**src/rtl/math_engine_if.sv**
```systemverilog
// Command/response channel bundle for math_engine.
// master: the instruction sequencer side; slave: the engine.
interface math_engine_if #(
  parameter int WIDTH  = 32,
  parameter int REG_AW = 5
);
  logic              cmd_valid;
  logic              cmd_ready;
  logic [2:0]        cmd_op;
  logic [REG_AW-1:0] cmd_rd;
  logic [REG_AW-1:0] cmd_rs1;
  logic [REG_AW-1:0] cmd_rs2;
  logic [WIDTH-1:0]  cmd_imm;
  logic              rsp_valid;
  logic              rsp_ready;
  logic [WIDTH-1:0]  rsp_result;
  logic              rsp_carry;
  logic              rsp_zero;
  logic              rsp_error;

  modport master (
    output cmd_valid, cmd_op, cmd_rd, cmd_rs1, cmd_rs2, cmd_imm, rsp_ready,
    input  cmd_ready, rsp_valid, rsp_result, rsp_carry, rsp_zero, rsp_error
  );

  modport slave (
    input  cmd_valid, cmd_op, cmd_rd, cmd_rs1, cmd_rs2, cmd_imm, rsp_ready,
    output cmd_ready, rsp_valid, rsp_result, rsp_carry, rsp_zero, rsp_error
  );
endinterface

```
**src/rtl/math_engine.sv**
```systemverilog
// math_engine: handshaked register-to-register ALU with internal register file.
// Single-cycle ops write rd on the accept edge; DIV is a restoring divider
// producing one quotient bit per cycle, MSB first.
// Optional feature macro: MATH_ENGINE_DIV_EN builds the iterative divider.
// Without it every DIV completes in one cycle as result 0 / error 1, rd untouched.
module math_engine #(
  parameter  int WIDTH     = 32,
  parameter  int REG_COUNT = 32,
  localparam int REG_AW    = $clog2(REG_COUNT)
) (
  input  logic              clk,
  input  logic              reset_n,
  math_engine_if.slave      bus,
  input  logic [REG_AW-1:0] dbg_addr,
  output logic [WIDTH-1:0]  dbg_data
);

  localparam logic [1:0] S_IDLE = 2'd0;
`ifdef MATH_ENGINE_DIV_EN
  localparam logic [1:0] S_DIV  = 2'd1;
`endif
  localparam logic [1:0] S_RESP = 2'd2;

  localparam logic [2:0] OP_ADD   = 3'b000;
  localparam logic [2:0] OP_SUB   = 3'b001;
  localparam logic [2:0] OP_MUL   = 3'b010;
  localparam logic [2:0] OP_DIV   = 3'b011;
  localparam logic [2:0] OP_AND   = 3'b100;
  localparam logic [2:0] OP_OR    = 3'b101;
  localparam logic [2:0] OP_XOR   = 3'b110;
  localparam logic [2:0] OP_LOADI = 3'b111;

  logic [1:0]         state;
  logic [WIDTH-1:0]   regs [REG_COUNT];
  logic [WIDTH-1:0]   a, b;
  logic               accept;

  logic [WIDTH:0]     sum;
  logic [2*WIDTH-1:0] prod;
  logic [WIDTH-1:0]   sc_result;
  logic               sc_carry, sc_error, sc_we;

  logic               we;
  logic [REG_AW-1:0]  wa;
  logic [WIDTH-1:0]   wd;

  logic [WIDTH-1:0]   rsp_result_q;
  logic               rsp_carry_q, rsp_zero_q, rsp_error_q;

  assign a        = regs[bus.cmd_rs1];
  assign b        = regs[bus.cmd_rs2];
  assign dbg_data = regs[dbg_addr];
  assign accept   = bus.cmd_valid && (state == S_IDLE);

  assign bus.cmd_ready  = (state == S_IDLE);
  assign bus.rsp_valid  = (state == S_RESP);
  assign bus.rsp_result = rsp_result_q;
  assign bus.rsp_carry  = rsp_carry_q;
  assign bus.rsp_zero   = rsp_zero_q;
  assign bus.rsp_error  = rsp_error_q;

  // Single-cycle result; DIV here is the no-divide outcome (b==0 or divider absent)
  always_comb begin
    sum       = {1'b0, a} + {1'b0, b};
    prod      = {{WIDTH{1'b0}}, a} * {{WIDTH{1'b0}}, b};
    sc_result = '0;
    sc_carry  = 1'b0;
    sc_error  = 1'b0;
    sc_we     = 1'b1;
    case (bus.cmd_op)
      OP_ADD:   begin sc_result = sum[WIDTH-1:0]; sc_carry = sum[WIDTH]; sc_error = sum[WIDTH]; end
      OP_SUB:   begin sc_result = a - b; sc_carry = (a < b); sc_error = (a < b); end
      OP_MUL:   begin sc_result = prod[WIDTH-1:0]; sc_error = |prod[2*WIDTH-1:WIDTH]; end
      OP_DIV:   begin sc_error = 1'b1; sc_we = 1'b0; end
      OP_AND:   sc_result = a & b;
      OP_OR:    sc_result = a | b;
      OP_XOR:   sc_result = a ^ b;
      OP_LOADI: sc_result = bus.cmd_imm;
      default:  sc_result = '0;
    endcase
  end

`ifdef MATH_ENGINE_DIV_EN
  localparam int CW = $clog2(WIDTH) + 1;

  // div_q holds the dividend and shifts quotient bits in from the bottom
  logic [WIDTH-1:0]  div_q, div_d, div_rem, rem_nxt, q_nxt;
  logic [REG_AW-1:0] div_rd;
  logic [CW-1:0]     div_cnt;
  logic [WIDTH:0]    trial;
  logic              fits, div_start, div_last;

  // One restoring shift-subtract step
  always_comb begin
    trial     = {div_rem, div_q[WIDTH-1]};
    fits      = (trial >= {1'b0, div_d});
    rem_nxt   = fits ? WIDTH'(trial - {1'b0, div_d}) : trial[WIDTH-1:0];
    q_nxt     = {div_q[WIDTH-2:0], fits};
    div_start = accept && (bus.cmd_op == OP_DIV) && (b != '0);
    div_last  = (state == S_DIV) && (div_cnt == CW'(WIDTH - 1));
  end

  // Divider datapath; aborted by reset through the state register only
  always_ff @(posedge clk) begin
    if (div_start) begin
      div_q   <= a;
      div_d   <= b;
      div_rem <= '0;
      div_cnt <= '0;
      div_rd  <= bus.cmd_rd;
    end else if (state == S_DIV) begin
      div_q   <= q_nxt;
      div_rem <= rem_nxt;
      div_cnt <= div_cnt + CW'(1);
    end
  end
`endif

  // Single register-file write port: accept edge or final divide step
  always_comb begin
    we = accept && sc_we;
    wa = bus.cmd_rd;
    wd = sc_result;
`ifdef MATH_ENGINE_DIV_EN
    if (div_last) begin
      we = 1'b1;
      wa = div_rd;
      wd = q_nxt;
    end
`endif
  end

  // Register file, cleared on reset
  always_ff @(posedge clk) begin
    if (!reset_n) begin
      for (int i = 0; i < REG_COUNT; i++) regs[i] <= '0;
    end else if (we) begin
      regs[wa] <= wd;
    end
  end

  // Control FSM and registered response
  always_ff @(posedge clk) begin
    if (!reset_n) begin
      state        <= S_IDLE;
      rsp_result_q <= '0;
      rsp_carry_q  <= 1'b0;
      rsp_zero_q   <= 1'b0;
      rsp_error_q  <= 1'b0;
    end else begin
      case (state)
        S_IDLE: if (bus.cmd_valid) begin
`ifdef MATH_ENGINE_DIV_EN
          if (div_start) state <= S_DIV;
          else
`endif
          begin
            rsp_result_q <= sc_result;
            rsp_carry_q  <= sc_carry;
            rsp_zero_q   <= (sc_result == '0);
            rsp_error_q  <= sc_error;
            state        <= S_RESP;
          end
        end
`ifdef MATH_ENGINE_DIV_EN
        S_DIV: if (div_last) begin
          rsp_result_q <= q_nxt;
          rsp_carry_q  <= 1'b0;
          rsp_zero_q   <= (q_nxt == '0);
          rsp_error_q  <= 1'b0;
          state        <= S_RESP;
        end
`endif
        S_RESP: if (bus.rsp_ready) state <= S_IDLE;
        default: state <= S_IDLE;
      endcase
    end
  end

endmodule

```
**src/flat_wrapper.sv**
```systemverilog
// flat-port wrapper written by rule: the top's interface ports become plain ports
module math_engine_flat 
#(
  parameter  int WIDTH     = 32,
  parameter  int REG_COUNT = 32,
  localparam int REG_AW    = $clog2(REG_COUNT)
)
  (clk, reset_n, dbg_addr, dbg_data, bus_cmd_valid, bus_cmd_op, bus_cmd_rd, bus_cmd_rs1, bus_cmd_rs2, bus_cmd_imm, bus_rsp_ready, bus_cmd_ready, bus_rsp_valid, bus_rsp_result, bus_rsp_carry, bus_rsp_zero, bus_rsp_error);
  math_engine_if #(.WIDTH(WIDTH)) bus_i ();
  input  logic clk;
  input  logic reset_n;
  input  logic [REG_AW-1:0] dbg_addr;
  output logic [WIDTH-1:0] dbg_data;
  input wire logic [$bits(bus_i.cmd_valid)-1:0] bus_cmd_valid;
  input wire logic [$bits(bus_i.cmd_op)-1:0] bus_cmd_op;
  input wire logic [$bits(bus_i.cmd_rd)-1:0] bus_cmd_rd;
  input wire logic [$bits(bus_i.cmd_rs1)-1:0] bus_cmd_rs1;
  input wire logic [$bits(bus_i.cmd_rs2)-1:0] bus_cmd_rs2;
  input wire logic [$bits(bus_i.cmd_imm)-1:0] bus_cmd_imm;
  input wire logic [$bits(bus_i.rsp_ready)-1:0] bus_rsp_ready;
  output wire logic [$bits(bus_i.cmd_ready)-1:0] bus_cmd_ready;
  output wire logic [$bits(bus_i.rsp_valid)-1:0] bus_rsp_valid;
  output wire logic [$bits(bus_i.rsp_result)-1:0] bus_rsp_result;
  output wire logic [$bits(bus_i.rsp_carry)-1:0] bus_rsp_carry;
  output wire logic [$bits(bus_i.rsp_zero)-1:0] bus_rsp_zero;
  output wire logic [$bits(bus_i.rsp_error)-1:0] bus_rsp_error;
  assign bus_i.cmd_valid = bus_cmd_valid;
  assign bus_i.cmd_op = bus_cmd_op;
  assign bus_i.cmd_rd = bus_cmd_rd;
  assign bus_i.cmd_rs1 = bus_cmd_rs1;
  assign bus_i.cmd_rs2 = bus_cmd_rs2;
  assign bus_i.cmd_imm = bus_cmd_imm;
  assign bus_i.rsp_ready = bus_rsp_ready;
  assign bus_cmd_ready = bus_i.cmd_ready;
  assign bus_rsp_valid = bus_i.rsp_valid;
  assign bus_rsp_result = bus_i.rsp_result;
  assign bus_rsp_carry = bus_i.rsp_carry;
  assign bus_rsp_zero = bus_i.rsp_zero;
  assign bus_rsp_error = bus_i.rsp_error;
  math_engine #(.WIDTH(WIDTH), .REG_COUNT(REG_COUNT)) u_core (.clk(clk), .reset_n(reset_n), .bus(bus_i), .dbg_addr(dbg_addr), .dbg_data(dbg_data));
endmodule
```
**config.mk**
```make
export PLATFORM = sky130hd
export DESIGN_NAME = math_engine_flat
export DESIGN_NICKNAME = d
export VERILOG_FILES = /design/src/rtl/math_engine_if.sv /design/src/rtl/math_engine.sv /design/src/flat_wrapper.sv
export SDC_FILE = /design/constraint.sdc
export NUM_CORES = 2
export LEC_CHECK = 0
export CORE_MARGIN = 3
export CORE_UTILIZATION = 60
export CTS_BUF_LIST = sky130_fd_sc_hd__clkbuf_8
export DETAILED_ROUTE_END_ITERATION = 10
export PLACE_DENSITY = 0.8
export SETUP_SLACK_MARGIN = 0.3
export SLEW_MARGIN = 20
export SYNTH_ARGS = -nofsm -noshare
export SYNTH_HDL_FRONTEND = slang
export SYNTH_SLANG_ARGS = --single-unit
```
**constraint.sdc**
```tcl
create_clock -name clk -period 20.1 [get_ports clk]
set_input_delay 3.015 -clock clk [delete_from_list [all_inputs] [get_ports clk]]
set_output_delay 3.015 -clock clk [all_outputs]
set_load 0.05 [all_outputs]
```
==> impl_metrics.py <==
metrics = {
    "die": {
        "initial_cell_density_of_the_core_pct": 60.8,
        "placement_rows": 147,
        "core_um2": 162000,
        "floorplan.io_pins": 128,
        "die_area_um2": 169000,
        "die_height_um": 411,
        "fp.dieW_um": 411,
    },
    "route": {
        "drt-pass1-iter-count": 11,
        "num_vias": 78712,
        "route.detailed.wl_per_inst_um": 38.0,
        "postRouteWirelength_um": 398000,
        "antenna_violating_nets_post_route": 0,
        "vias_per_cell": 7.53,
        "drt-initial-drc-count": 15067,
        "drc": 0,
    },
    "min_path": {
        "hp-class": "reg2reg",
    },
    "sta": {
        "post-route-worst-setup-slack_ps": 5250,
        "holdWs_ps": 501,
        "timing.fmax_ghz": 0.0673,
        "worst_slew_margin_rel_pct": 21.5,
        "tightest_slew_ps": 1180,
        "slew_violations": 0,
        "post-route-min-period_ps": 14850,
        "clock-skew-final_ps": 106,
        "timing.final.hold_violations": 0,
        "min_period_over_period_pct": 73.9,
        "finalSetupViolations": 0,
        "setup_tns_ps": 0,
        "rsz0062_at_grt": "false",
    },
    "yosys": {
        "yosys_register_bits": 1060,
        "post_synth_arst_share_pct": 0,
        "synth.lib_cells_used.distinct": 94,
        "netlist.area_leader.share_pct": 31.3,
        "netlist_area_um2": 98200,
        "synth_top_flop_cell": "edfxtp_1",
        "syn_avg_cell_area_um2": 11.8,
        "ys_top_cells_by_area": "edfxtp_1 31%, mux4_2 22%, fa_1 18%",
        "synth_area_leader_cell": "edfxtp_1",
        "syn_nets": 9648,
        "syn-instance-count": 8332,
        "synth_warnings": 0,
        "synth_enable_flop_cells": 1024,
        "seq_total_area_yosys_pct": 32.0,
    },
    "clock_tree": {
        "clock-sinks": 1060,
        "clkTransAtPathRegs_ps": 60,
        "cts_tree": "built",
        "clock_insertion_delay_worst_skew_ps": 1000,
        "holdBufCountCts": 0,
        "number_of_buffers_inserted_during_clock_tree_synthesis": 177,
        "cts-root-to-sink-buffers": 3,
        "cts_resized": 0,
        "htree_num_levels": 4,
        "clock_tree.root_cell": "clkbuf_8",
        "post_cts.repair.setup_buffers": 0,
    },
    "grt": {
        "grt_start_max_net_pins": 117,
        "globalRouteTotalUtil_pct": 47.5,
        "first_pass_grt_wire_length_um": 567000,
        "grt_overflow_total": 0,
        "number_of_global_route_vias_before_repair": 81409,
        "initial_antenna_violation_count": 22,
    },
    "final_layout": {
        "layout_cell_share_with_drive_strength_beyond_1_pct": 19.7,
        "fin_nets": 9465,
        "synthToLayoutAreaGrowth_pct": 7.72,
        "instances_no_fill": 10460,
        "commonest_non_fill_non_tap_cell_in_the_layout": "nor2_1",
        "final_cell_mix": "1815 x nor2_1, 1024 x edfxtp_1, 979 x inv_1, 963 x mux4_2, 898 x fa_1",
    },
    "worst_setup_path": {
        "critical_path_arrival_ps": 15650,
        "timing.setup.critical_path_class": "in2reg",
        "most_repeated_library_cell_on_the_critical_path": "fa_1",
        "timing.critical_path.required_ps": 20900,
        "cpPeakStageDelay_ps": 840,
        "worst_path_max_delay_cell": "buf_4",
        "worstSetupEndpointType": "register",
        "start_kind": "input pin",
        "critical_path_peak_fanout": 61,
    },
    "run": {
        "max_cap_violations": 0,
    },
    "place": {
        "place_ws_ps": 4580,
        "io_buffers": 127,
        "detailed_place_hpwl_um": 259000,
        "place.detailed.instances": 10129,
        "final_replace_weighted_congestion": 1.03,
    },
    "outcome": {
        "status": "complete, no violations",
    },
}
layer usage:
layer / share of wire, % / GRT usage, %
met5: 0.045 / 0.259
met4: 10 / 35.9
met1: 30 / 57.2
met2: 43 / 69.0
met3: 17 / 19.0
worst max-delay path: cells and delay by family:
kind / cells / cell delay [ps]
AOI/OAI and AO/OA: 6 / 1400
xor gates and xnor gates: 1 / 160
adders and majority gates: 10 / 4900
buffers and inverters: 8 / 3090
muxes: 3 / 1350
and+or+nand+nor: 5 / 1580
state kept, by name, summed over array words and instances (netlist names):
register / count
u_core.bus.rsp_zero: 1
u_core.bus.rsp_carry: 1
u_core.regs: 1024
u_core.bus.rsp_result: 32
u_core.state: 1
u_core.bus.rsp_error: 1
path summary, 6_finish.rpt:
path | from | endpoint | slack [ps] | depth (start not counted)
worst max-delay path | bus_cmd_rs2[0] | u_core.bus.rsp_error | 5250 | 33
worst min register to register | u_core.bus.rsp_result[30] | u_core.bus.rsp_result[30] | 500 | 2
worst min-delay path | u_core.bus.rsp_result[30] | u_core.bus.rsp_result[30] | 500 | 2
worst max register to register | u_core.regs[27][7] | u_core.bus.rsp_zero | 8390 | 32
cells in the mapped netlist, types with 38 or more instances:
master,n
nor2_1,1816
edfxtp_1,1024
mux4_2,963
inv_1,922
fa_1,898
clkbuf_1,556
nand2_1,537
ha_1,359
a21oi_1,123
buf_1,110
o21ai_0,98
mux2i_1,73
a211oi_1,60
nand3_1,51
nor3_1,47
xnor2_1,41
nand4_1,40
a21o_1,39
mux2_2,38
area by class of cell:
type | instances | area (um^2)
Timing Repair Buffer | 329 | 2900
Clock buffer | 179 | 2460
Tap cell | 2160 | 2700
Fill cell | 11492 | 55800
Sequential cell | 1060 | 31500
Antenna cell | 14 | 35.0
Clock inverter | 137 | 895
Multi-Input combinational cell | 5625 | 61800
Inverter | 956 | 3590
cells by family after synthesis:
group                      synth area share (%)
and+or+nand+nor                            10.7
buffers and inverters                      6.33
DFF                                        32.0
AOI/OAI and AO/OA                          4.20
adders and majority gates                  22.9
muxes                                      23.3
xor gates and xnor gates                  0.544
stage by stage:
stage / area (um^2) / utilization, %
after global placement: 102000 / 63.3
after detailed placement: 102000 / 63.3
after floorplan: 98200 / -
final: 106000 / 65.5
after CTS: 106000 / 65.4
after global routing: 106000 / 65.4
Power is left out: the tool's default activity adds up to more than one toggle a clock period on the data nets, which glitch-free logic cannot reach.
